File: src/rtl/multi_pkg.sv
// ============================================================================
// Module : multi_pkg
// Brief  : Shared types and helpers for the iterative shift-and-add multiplier.
// Rev    : 1.0  initial release
// ============================================================================
`default_nettype none

package multi_pkg;

    localparam int MULT_BITS = 4;

    typedef enum logic [1:0] {
        IDLE = 2'd0,
        CALC = 2'd1,
        DONE = 2'd2
    } state_t;

    // Bits needed to count 0..value-1.
    function automatic int clog2(input int value);
        int w;
        w = 0;
        for (int i = 0; i < 32; i++) begin
            if ((1 << i) < value) w = i + 1;
        end
        return w;
    endfunction

endpackage

`default_nettype wire

File: src/rtl/multi_4bits_datapath.sv
// ============================================================================
// Module : multi_4bits_datapath
// Brief  : Accumulator, shifting operands and iteration counter for one
//          partial product per step.
// Rev    : 1.0  initial release
// ============================================================================
`default_nettype none

module multi_4bits_datapath
    import multi_pkg::*;
#(
    parameter int bits = MULT_BITS
) (
    input  logic              clk,
    input  logic              rst,
    input  logic              i_load,
    input  logic              i_step,
    input  logic [bits-1:0]   i_mcand,
    input  logic [bits-1:0]   i_mplier,
    output logic [2*bits-1:0] o_acc,
    output logic              o_last
);

    localparam int            CW     = clog2(bits);
    localparam logic [CW-1:0] C_LAST = CW'(bits - 1);

    logic [2*bits-1:0] r_acc;
    logic [2*bits-1:0] r_mcand;
    logic [bits-1:0]   r_mplier;
    logic [CW-1:0]     r_cnt;

    // Load has priority so an operand change restarts the iteration cleanly.
    always_ff @(posedge clk or negedge rst) begin
        if (!rst) begin
            r_acc    <= '0;
            r_mcand  <= '0;
            r_mplier <= '0;
            r_cnt    <= '0;
        end else if (i_load) begin
            r_acc    <= '0;
            r_mcand  <= {{bits{1'b0}}, i_mcand};
            r_mplier <= i_mplier;
            r_cnt    <= '0;
        end else if (i_step) begin
            if (r_mplier[0]) r_acc <= r_acc + r_mcand;
            r_mcand  <= r_mcand << 1;
            r_mplier <= r_mplier >> 1;
            r_cnt    <= r_cnt + 1'b1;
        end
    end

    assign o_acc  = r_acc;
    assign o_last = (r_cnt == C_LAST);

endmodule

`default_nettype wire

File: src/rtl/multi_4bits.sv
// ============================================================================
// Module : multi_4bits
// Brief  : Sequential unsigned multiplier that recomputes A*B whenever the
//          operands change and publishes only completed products.
// Rev    : 1.0  initial release
// ============================================================================
`default_nettype none

module multi_4bits
    import multi_pkg::*;
#(
    parameter int bits = MULT_BITS
) (
    input  logic              clk,
    input  logic              rst,
    input  logic [bits-1:0]   A,
    input  logic [bits-1:0]   B,
    output logic [2*bits-1:0] Product_o
);

    state_t            r_state;
    logic [bits-1:0]   r_opa;
    logic [bits-1:0]   r_opb;
    logic              w_change;
    logic              w_load;
    logic              w_step;
    logic [2*bits-1:0] w_acc;
    logic              w_last;

    always_comb begin
        w_change = ({A, B} != {r_opa, r_opb});
        w_load   = w_change;
        w_step   = (r_state == CALC) && !w_change;
    end

    multi_4bits_datapath #(
        .bits     (bits)
    ) u_datapath (
        .clk      (clk),
        .rst      (rst),
        .i_load   (w_load),
        .i_step   (w_step),
        .i_mcand  (A),
        .i_mplier (B),
        .o_acc    (w_acc),
        .o_last   (w_last)
    );

    // An operand change in any state restarts; the product is written only in DONE.
    always_ff @(posedge clk or negedge rst) begin
        if (!rst) begin
            r_state   <= IDLE;
            r_opa     <= '0;
            r_opb     <= '0;
            Product_o <= '0;
        end else if (w_change) begin
            r_opa   <= A;
            r_opb   <= B;
            r_state <= CALC;
        end else begin
            case (r_state)
                IDLE: r_state <= IDLE;
                CALC: if (w_last) r_state <= DONE;
                DONE: begin
                    Product_o <= w_acc;
                    r_state   <= IDLE;
                end
                default: r_state <= IDLE;
            endcase
        end
    end

endmodule

`default_nettype wire

File: config.mk
export PLATFORM = sky130hd
export DESIGN_NAME = multi_4bits
export DESIGN_NICKNAME = d
export VERILOG_FILES = /design/src/rtl/multi_pkg.sv /design/src/rtl/multi_4bits_datapath.sv /design/src/rtl/multi_4bits.sv
export SDC_FILE = /design/constraint.sdc
export NUM_CORES = 1
export LEC_CHECK = 0
export ABC_AREA = 1
export BUFFER_PORTS_ARGS = -buffer_cell sky130_fd_sc_hd__buf_4
export CORE_AREA = 2 2 62 108
export DETAILED_ROUTE_END_ITERATION = 8
export DIE_AREA = 0 0 64 110
export PLACE_DENSITY = 0.92
export SLEW_MARGIN = 20
export SYNTH_ARGS = -nofsm -noshare
export SYNTH_HDL_FRONTEND = slang
export SYNTH_SLANG_ARGS = --single-unit
File: constraint.sdc
create_clock -name clk -period 3.87 [get_ports clk]
set_input_delay 0.5805 -clock clk [delete_from_list [all_inputs] [get_ports clk]]
set_output_delay 0.5805 -clock clk [all_outputs]
set_load 0.02 [all_outputs]
==> qor.yml, run 1 <==
status: "complete, no violations"
clkTransAtPathRegs_ns: 0.08
clock-root-buffer: "clkbuf_8"
setup_ws_ns: 1.89
cts_hold_buf: 0
ctsResizeCount: 0
synthCells: 545
dp_hpwl_um: 6720
endpoint_kind: "register"
fin_skew_ns: 0.0118
multi_input_area_sq_mm: 0.00188
path_depth: 8
post-route-util_pct: 70.6
rows: 38
wire_per_inst_um: 14.1
nets: 579
place_inst: 629
dr.pass1.iters: 5
dieArea_sq_mm: 0.00704
start_util_pct: 64.3
startpoint_type: "register"
reg2reg_depth: 8
place_ws_ns: 1.59
drv_cap: 0
numCtsBuffers: 9
ys_seq_area_share_pct: 44.4
ant_nets: 0
coreArea_sq_mm: 0.00613
slowest_delay_ns: 0.39
cts-htree-levels: 3
gp_congestion: 0.958
path_cells: "inv_2 -> nand2_1 -> nor2_4 -> nand2_1 -> nor2_1 -> nand3_1 -> nand2_1 -> nor2_1"
grt_pass1_wl_um: 15800
ys_seq_elements: 70
pin_count: 18
fp.dieH_um: 110
drive_gt1_share_pct: 9.57
postCtsSetupBuffers: 0
grt-ovfl-total: 0
finalHoldViolations: 0
max_freq_ghz: 0.504
fin_crit_sh_pct: 51.3
p_leak_nw: 2.14
cp.arrival_ns: 2.23
switching_share_pct: 21.9
synth_fp_nets: 564
grt_max_degree: 71
p_sw_mw: 0.323
n_antenna_cell: 0
drc_errors: 0
antenna_found_initial: 0
p_comb_share_pct: 4.1
drt_wl_total_um: 9070
drt-initial-drc-count: 261
setup_violations: 0
syn2layout_area_growth_pct: 9.70
rsz0062_at_grt: "false"
cts_tree: "done"
die_w_um: 64
num-fill-cells: 476
seqPwrFrac_pct: 50.7
syn_avg_cell_area_sq_um: 7.24
grt_util_all_layers_pct: 29.4
critPathSlowestCell: "dfrtp_1"
crit_fanout: 13
min_period_ns: 1.98
grt_pass1_vias: 3601
holdWs_ns: 0.328
setup_tns_ns: 0
vias: 3536
intPower_mw: 1.15
yosysWarnings: 0
synthesis.area_sq_mm: 0.00395
p_clk_share_pct: 45.2
synthDistinctLibCells: 28
viasPerCell: 5.49
min_path_type: "input port to asynchronous set/reset pin"
ff_latch_area_sq_mm: 0.00175
clock-sinks: 70
slew_headroom_pct: 31.9
clk_path_buf_depth: 2
crit_family: "simple AND/OR/NAND/NOR gates"
power.density_mw_per_mm2: 341
worst_slew_pin_slew_ns: 1.02
vdd_ir_drop_max_uv: 322
numPortBuffers: 17
clk_latency_ns: 0.36
crit_type: "register to register"
critPathBufInv: 1
cp_common_cell: "nand2_1"
drv_slew: 0
stdcell_count: 644
cp.required_ns: 4.12
-- Yosys cell counts --
cell type / number / area share [%]
a21oi_1: 21 / 2.7
a31oi_1: 1 / 0.16
and3b_1: 1 / 0.22
buf_2: 5 / 0.63
buf_6: 3 / 0.86
clkbuf_1: 8 / 0.76
clkinv_1: 2 / 0.19
dfrtp_1: 70 / 44
fa_1: 1 / 0.51
ha_1: 8 / 2.5
inv_1: 57 / 5.4
inv_2: 1 / 0.095
nand2_1: 186 / 18
nand2_2: 2 / 0.32
nand2_4: 1 / 0.29
nand3_1: 57 / 7.2
nand3_2: 2 / 0.51
nand3b_1: 2 / 0.38
nand4_1: 12 / 1.9
nor2_1: 72 / 6.8
nor2_2: 8 / 1.3
nor2_4: 5 / 1.4
nor3_1: 4 / 0.51
nor3b_1: 3 / 0.57
o21ai_0: 2 / 0.25
o21bai_1: 2 / 0.38
xnor2_1: 4 / 0.89
xor2_1: 5 / 1.1
-- per-stage QoR --
stage	power (mW)	cell area, sq um
6_report	1.48	4330
5_1_grt	1.52	4330
4_1_cts	1.48	4330
3_5_place_dp	0.824	4110
3_3_place_gp	0.819	4110
2_1_floorplan	0.793	3950
-- routing by layer --
metal / vias to the layer above / part of all wire (%) / global-route usage (%)
met5: - / 0 / 0
met4: 0 / 5.0 / 19.6
met3: 36 / 3.4 / 5.48
met2: 98 / 55 / 53.6
met1: 1662 / 37 / 30.1
li1: 1740 / - / -
-- cell usage in the layout (no fill, tap or decap) --
| cell | count |
|---|---|
| nand3b_1 | 2 |
| o21ai_0 | 2 |
| buf_4 | 20 |
| and3b_1 | 1 |
| fa_1 | 1 |
| nand4_1 | 12 |
| xnor2_1 | 4 |
| bufinv_16 | 2 |
| nor2_1 | 72 |
| o21bai_1 | 2 |
| a31oi_1 | 1 |
| inv_2 | 1 |
| dfrtp_1 | 70 |
| nand3_2 | 2 |
| nand2_2 | 2 |
| nor3b_1 | 3 |
| xor2_1 | 5 |
| nand3_1 | 57 |
| nor2_4 | 5 |
| clkbuf_8 | 11 |
| inv_1 | 57 |
| ha_1 | 8 |
| clkinv_1 | 2 |
| nand2_1 | 186 |
| nor2_2 | 8 |
| clkinv_2 | 2 |
| a21oi_1 | 21 |
| nor3_1 | 4 |
| nand2_4 | 1 |
-- registers in the layout, indices dropped and copies added (netlist names) --
signal,count
r_opa,4
Product_o,8
u_datapath.o_acc,8
r_state,2
u_datapath.r_mcand,8
u_datapath.r_cnt,32
u_datapath.r_mplier,4
r_opb,4
-- kinds of logic (layout without fill, tap and decap cells) --
logic type               after synthesis  count (layout)  synth area share, %
AND/OR/NAND/NOR                      355             355                 39.2
buffers and inverters                 76              95                 7.96
flip-flops                            70              70                 44.4
AO/OA/AOI/OAI                         26              26                 3.46
adder cells (fa/ha/maj)                9               9                 3.04
XOR/XNOR                               9               9                 2.00
-- worst register-to-register path, stage by stage (launching register included) --
cell and delay [ns]:
dfrtp_1 0.39, inv_2 0.06, nand2_1 0.33, nor2_4 0.34, nand2_1 0.16, nor2_1 0.33
nand3_1 0.14, nand2_1 0.09, nor2_1 0.04
-- final timing paths --
kind	startpoint	to	slack, ns
setup / recovery	r_state[1]	u_datapath.r_cnt[19]	1.89
hold / removal	rst	u_datapath.r_cnt[9]	0.33
setup reg to reg	r_state[1]	u_datapath.r_cnt[19]	1.89
hold reg to reg	Product_o[7]	Product_o[7]	0.47
max in group asynchronous	rst	u_datapath.o_acc[6]	2.97
min in group clk	A[0]	r_opa[0]	0.35
-- final cells by class --
type | instances | share of cell area, %
Inverter | 60 | 5.20
Tap cell | 80 | 2.31
Sequential cell | 70 | 40.5
Clock buffer | 11 | 3.50
Clock inverter | 4 | 1.62
Timing Repair Buffer | 20 | 3.47
Multi-Input combinational cell | 399 | 43.4
-- power by group through the flow --
stage                     clock network, mW  logic (mW)  registers (mW)
after floorplan                           0      0.0330           0.760
after CTS                             0.673      0.0620           0.748
after global placement                    0      0.0584           0.761
after detailed placement                  0      0.0617           0.762
after global routing                  0.700      0.0703           0.749
final                                 0.667      0.0605           0.748
(Power assumes the default switching activity.)
==> inputs of run 2 (changes only) <==
CORE_AREA = 2 2 64 111   (was 2 2 62 108)
DIE_AREA = 0 0 66 113   (was 0 0 64 110)
PLACE_DENSITY = 0.88   (was 0.92)
clock period = 2 ns   (was 3.87 ns; I/O delays follow)
==> run 2 against run 1 <==
  * Register-to-register slack lost 1.6 ns
  * Final cell count is 1.1% higher
  * Hold slack got worse by 0.24 ns
  * Utilization is 2.4 points lower
  * Clock power increased by 130%
  * Worst setup slack worse by 1.6 ns
  * Non-clock buffer count grew 4
  * Critical path depth grew 2
  * Via count rose by 0.85%
  * Design area grew 2.9%
  * Critical endpoint is now u_datapath.o_acc[6]
==> qor.yml, run 2 (synthesized netlist as in run 1, its figures left out) <==
dp_hpwl_um: 6710  # was 6720 um
status: "complete, no violations"  # unchanged
p_leak_nw: 2.19  # was 2.14 nW
dieArea_sq_mm: 0.00746  # was 0.00704 sq mm
wire_per_inst_um: 14.2  # was 14.1 um
drive_gt1_share_pct: 10.0  # was 9.57%
coreArea_sq_mm: 0.00654  # was 0.00613 sq mm
cts_tree: "done"  # unchanged
max_freq_ghz: 0.585  # was 0.504 GHz
final_common_cell: "nand2_1"  # unchanged
clkTransAtPathRegs_ns: 0.06  # was 0.08 ns
die_w_um: 66  # was 64 um
place_inst: 634  # was 629
dr.pass1.iters: 5  # unchanged
endpoint_kind: "register"  # unchanged
slew_headroom_pct: 62.3  # was 31.9%
post_dp_cell_area_sq_mm: 0.00416  # was 0.00411 sq mm
crit_type: "register to register"  # unchanged
largest_register_ffs: 32  # unchanged
drc_errors: 0  # unchanged
place_ws_ns: 0.267  # was 1.59 ns
worst_slew_pin_slew_ns: 0.564  # was 1.02 ns
clock-root-buffer: "clkbuf_16"  # was clkbuf_8
grt_pass1_vias: 3562  # was 3601
fp.dieH_um: 113  # was 110 um
grt-ovfl-total: 0  # unchanged
cp.arrival_ns: 1.93  # was 2.23 ns
fin_skew_ns: 0.00679  # was 0.0118 ns
cp.required_ns: 2.22  # was 4.12 ns
viasPerCell: 5.48  # was 5.49
min_path_type: "input port to register"  # was input port to asynchronous set/reset pin
finalHoldViolations: 0  # unchanged
startpoint_type: "register"  # unchanged
drv_slew: 0  # unchanged
grt_max_degree: 45  # was 71
rows: 39  # was 38
ant_nets: 0  # unchanged
pin_count: 18  # unchanged
power.density_mw_per_mm2: 693  # was 341 mW/mm^2
clk_path_buf_depth: 2  # unchanged
grt_util_all_layers_pct: 27.9  # was 29.4%
holdWs_ns: 0.0927  # was 0.328 ns
vias: 3566  # was 3536
post-route-util_pct: 68.1  # was 70.6%
min_period_ns: 1.71  # was 1.98 ns
vdd_ir_drop_max_uv: 608  # was 322 uV
setup_tns_ns: 0  # unchanged
start_util_pct: 60.4  # was 64.3%
drt-initial-drc-count: 320  # was 261
stdcell_count: 651  # was 644
gp_congestion: 0.961  # was 0.958
drv_cap: 0  # unchanged
antenna_found_initial: 0  # unchanged
stdcell_area_sq_mm: 0.00446  # was 0.00433 sq mm
n_antenna_cell: 0  # unchanged
numCtsBuffers: 9  # unchanged
setup_ws_ns: 0.291  # was 1.89 ns
rsz0062_at_grt: "false"  # unchanged
regMostFlops: "u_datapath.r_cnt"  # unchanged
num-fill-cells: 562  # was 476
postCtsSetupBuffers: 0  # unchanged
clk_latency_ns: 0.34  # was 0.36 ns
fin_crit_sh_pct: 85.5  # was 51.3%
grt_pass1_wl_um: 15900  # was 15800 um
clock-sinks: 70  # unchanged
layout_common_cells: "nand2_1, nor2_1, dfrtp_1"  # unchanged
setup_violations: 0  # unchanged
power.total_mw: 3.09  # was 1.48 mW
crit_fanout: 3  # was 13
nets: 583  # was 579
numPortBuffers: 17  # unchanged
syn2layout_area_growth_pct: 12.9  # was 9.70%
cts-htree-levels: 3  # unchanged
drt_wl_total_um: 9230  # was 9070 um
run 2: cell count changes in the layout (fill, tap and decap cells not counted):
| cell | previous run | this run |
|---|---|---|
| clkbuf_16 | 0 | 9 |
| clkbuf_8 | 11 | 3 |
| buf_12 | 0 | 2 |
| bufinv_16 | 2 | 0 |
| buf_4 | 20 | 21 |
| clkbuf_1 | 0 | 1 |
| clkinvlp_4 | 0 | 1 |
| dlygate4sd3_1 | 0 | 1 |
run 2: layer usage:
| layer | share of wire [%] | vias to the layer above | track usage (%) |
|---|---|---|---|
| met2 | 54 | 130 | 49.6 |
| met1 | 37 | 1659 | 30.5 |
| met4 | 3.6 | 0 | 14.3 |
| met5 | 0 | - | 0 |
| met3 | 4.8 | 26 | 5.86 |
| li1 | - | 1751 | - |
run 2: area by class of cell:
type	instances	area [sq um]	share of cell area (%)
clock buffers	13	270	6.07
clock inverters	3	17.5	0.393
inverters	60	225	5.05
multi-input cells	399	1880	42.2
flip-flops and latches	70	1750	39.3
well taps	82	103	2.30
repair buffers	24	208	4.66
run 2: critical path: stages, from the launching register on:
cell	delay, ns
dfrtp_1	0.40
ha_1	0.24
fa_1	0.40
nand3_1	0.09
nand2_1	0.10
nand3_1	0.10
nand2_1	0.06
nand2_1	0.06
nand2_1	0.04
nand2_1	0.06
nand2_1	0.05
run 2: report_power, final:
group	switching [mW]	internal (mW)
clock	0.581	0.936
combinational	0.0785	0.0446
sequential	0.0140	1.44
total	0.674	2.42
run 2: path summary, 6_finish.rpt:
check                      slack, ns                   from               endpoint  cells past startpoint
min in group asynchronous       0.41                    rst   u_datapath.r_cnt[18]                      2
max                             0.29  u_datapath.r_mcand[0]    u_datapath.o_acc[6]                     10
min                             0.09                   A[0]               r_opa[0]                      1
max reg2reg                     0.29  u_datapath.r_mcand[0]    u_datapath.o_acc[6]                     10
max in group asynchronous       1.04                    rst  u_datapath.r_mcand[4]                      3
min reg2reg                     0.47           Product_o[5]           Product_o[5]                      2
run 2: timing repair:
action / in CTS / in global routing
resized for setup: 0 / 0
hold buffers: 1 / 0
hold endpoints to repair: 26 / 0
==> inputs of run 3 (changes only) <==
ABC_AREA = default   (was 1)
CORE_AREA = 2 2 61 106   (was 2 2 64 111)
DIE_AREA = 0 0 63 108   (was 0 0 66 113)
==> run 3 against run 2 <==
  * Worst setup slack lost 0.17 ns
  * Hold slack lost 0.024 ns
  * Largest power group is now sequential cells
  * First-iteration DRC count down 60%
  * Critical path depth fell by 4
  * Maximum frequency down 8.9%
==> qor.yml, run 3 <==
synthTopCellsByArea: "dfrtp_1, xor2_1, nor2_1, nand2_1, xnor2_1"  # was dfrtp_1, nand2_1, nand3_1, nor2_1, inv_1
synthDistinctLibCells: 40  # was 28
coreArea_sq_mm: 0.00588  # was 0.00654 sq mm
drv_cap: 0  # unchanged
antenna_found_initial: 0  # unchanged
startpoint_type: "register"  # unchanged
vias: 2702  # was 3566
layout_common_cells: "dfrtp_1, nor2_1, nand2_1"  # was nand2_1, nor2_1, dfrtp_1
drt-initial-drc-count: 127  # was 320
drv_slew: 0  # unchanged
nets: 392  # was 583
synthAdderAreaFrac_pct: 3.40  # was 3.04%
start_util_pct: 60.2  # was 60.4%
slowest_delay_ns: 0.45  # was 0.40 ns
hold_path.startpoint: "B[1]"  # was A[0]
min_path_type: "input port to register"  # unchanged
r2r_start: "u_datapath.r_mcand[1]"  # was u_datapath.r_mcand[0]
crit_family: "compound AO/OA/AOI/OAI gates"  # was adder cells
power.density_mw_per_mm2: 693  # about the same
pin_count: 18  # unchanged
syn_avg_cell_area_sq_um: 10.1  # was 7.24 sq um
synthSimpleGateAreaFrac_pct: 23.2  # was 39.2%
synth_compound_gate_area_share_pct: 6.30  # was 3.46%
power.total_mw: 2.83  # was 3.09 mW
gp_congestion: 0.878  # was 0.961
cts_tree: "done"  # unchanged
largest_register_ffs: 32  # unchanged
post_dp_cell_area_sq_mm: 0.00381  # was 0.00416 sq mm
yosysWarnings: 0  # unchanged
crit_fanout: 4  # was 3
ys_seq_elements: 70  # unchanged
ys_seq_area_share_pct: 49.5  # was 44.4%
drive_gt1_share_pct: 18.8  # was 10.0%
fin_crit_sh_pct: 93.8  # was 85.5%
place_inst: 439  # was 634
synthCells: 351  # was 545
synthMuxAreaShare_pct: 4.81  # was 0%
status: "complete, no violations"  # unchanged
dr.pass1.iters: 4  # was 5
rows: 37  # was 39
setup_violations: 0  # unchanged
min_period_ns: 1.88  # was 1.71 ns
regMostFlops: "u_datapath.r_cnt"  # unchanged
worst_slew_pin_slew_ns: 0.469  # was 0.564 ns
finalHoldViolations: 0  # unchanged
synth_most_common_cell: "dfrtp_1"  # was nand2_1
final_common_cell: "dfrtp_1"  # was nand2_1
drc_errors: 0  # unchanged
synth_top_area_cell: "dfrtp_1"  # unchanged
synthesis.area_sq_mm: 0.00354  # was 0.00395 sq mm
dieArea_sq_mm: 0.00680  # was 0.00746 sq mm
postCtsSetupBuffers: 0  # unchanged
holdWs_ns: 0.0682  # was 0.0927 ns
critPathLaunch: "u_datapath.r_mcand[1]"  # was u_datapath.r_mcand[0]
fin_skew_ns: 0.0126  # was 0.00679 ns
stdcell_area_sq_mm: 0.00408  # was 0.00446 sq mm
grt_pass1_vias: 2805  # was 3562
die_w_um: 63  # was 66 um
yosys-top-cells-count: "dfrtp_1, nor2_1, nand2_1"  # was nand2_1, nor2_1, dfrtp_1
cp.arrival_ns: 2.16  # was 1.93 ns
critPathBufInv: 0  # unchanged
drt_wl_total_um: 7630  # was 9230 um
yosys.area.top_type_share_pct: 49.5  # was 44.4%
clkTransAtPathRegs_ns: 0.07  # was 0.06 ns
endpoint_kind: "register"  # unchanged
synth-xor-area-share_pct: 9.90  # was 2.00%
viasPerCell: 5.93  # was 5.48
n_antenna_cell: 0  # unchanged
grt-ovfl-total: 0  # unchanged
cp.required_ns: 2.29  # was 2.22 ns
synth_edf_count: 0  # unchanged
grt_max_degree: 42  # was 45
max_freq_ghz: 0.533  # was 0.585 GHz
grt_util_all_layers_pct: 25.0  # was 27.9%
clk_latency_ns: 0.37  # was 0.34 ns
fp.dieH_um: 108  # was 113 um
synth_fp_nets: 370  # was 564
path_cells: "ha_1 -> a211oi_2 -> nor3_2 -> o2111a_1 -> o31ai_1 -> nor3b_2"  # was ha_1 -> fa_1 -> nand3_1 -> nand2_1 -> nand3_1 -> nand2_1 -> nand2_1 -> nand2_1 -> nand2_1 -> nand2_1
wire_per_inst_um: 16.7  # was 14.2 um
synth_ff_type: "dfrtp_1"  # unchanged
async_flop_share_pct: 100  # unchanged
ant_nets: 0  # unchanged
num-fill-cells: 448  # was 562
stdcell_count: 456  # was 651
clk_path_buf_depth: 2  # unchanged
numPortBuffers: 17  # unchanged
vdd_ir_drop_max_uv: 674  # was 608 uV
synth_top_family_by_area: "simple AND/OR/NAND/NOR gates"  # unchanged
clock-sinks: 70  # unchanged
slew_headroom_pct: 68.5  # was 62.3%
p_leak_nw: 1.81  # was 2.19 nW
numCtsBuffers: 9  # unchanged
syn2layout_area_growth_pct: 15.3  # was 12.9%
crit_type: "register to register"  # unchanged
cts-htree-levels: 3  # unchanged
critPathSlowestCell: "dfrtp_2"  # was dfrtp_1
setup_tns_ns: 0  # unchanged
dp_hpwl_um: 5330  # was 6710 um
grt_pass1_wl_um: 12900  # was 15900 um
clock-root-buffer: "clkbuf_8"  # was clkbuf_16
## run 3: final cells by class
class                      instances  area [sq um]  share of cell area, %
clock inverter                     4          70.1                   1.72
clock buffer                      12           145                   3.56
inverter                           7          26.3                  0.644
tap                               78          97.6                   2.39
multi-input combinational        254          1730                   42.3
sequential                        70          1750                   43.0
timing repair buffer              31           260                   6.38
## run 3: timing repair
item / 4_1_cts / 5_1_grt
setup endpoints to repair: 0 / 2
resized for setup: 0 / 9
hold buffers: 1 / 0
endpoints found under the hold margin: 35 / 0
## run 3: stage by stage
stage | worst slack (ns) | utilization, %
after floorplan | 0.194 | -
after global placement | 0.115 | 64.8
after CTS | 0.0323 | 68.7
final | 0.123 | 69.4
after detailed placement | 0.0633 | 64.8
after global routing | -0.0111 | 69.4
## run 3: path summary, 6_finish.rpt
path / to / slack (ns) / cells after the start
max in group asynchronous: u_datapath.r_cnt[16] / 1.03 / 3
hold reg to reg: Product_o[5] / 0.51 / 1
setup reg to reg: u_datapath.o_acc[7] / 0.12 / 6
min in group asynchronous: r_opb[3] / 0.43 / 2
hold / removal: r_opb[1] / 0.07 / 1
setup / recovery: u_datapath.o_acc[7] / 0.12 / 6
## run 3: cells by family after synthesis
family	after synthesis
multiplexers	16
adder cells (fa/ha/maj)	9
AO/OA/AOI/OAI	38
AND/OR/NAND/NOR	151
XOR/XNOR	40
buffers and inverters	27
flip-flops	70
## run 3: power breakdown
group	switching [mW]	internal [mW]	leakage (nW)
Clock	0.536	0.733	0.110
Combinational	0.0709	0.0411	0.769
Sequential	0.0122	1.43	0.935
## run 3: metal layers
layer	GRT usage (%)	share of wire, %	up-vias
met5	0	0	-
met4	15.6	4.2	0
met3	5.62	3.2	28
met2	45.4	55	65
met1	25.6	37	1347
li1	-	-	1262
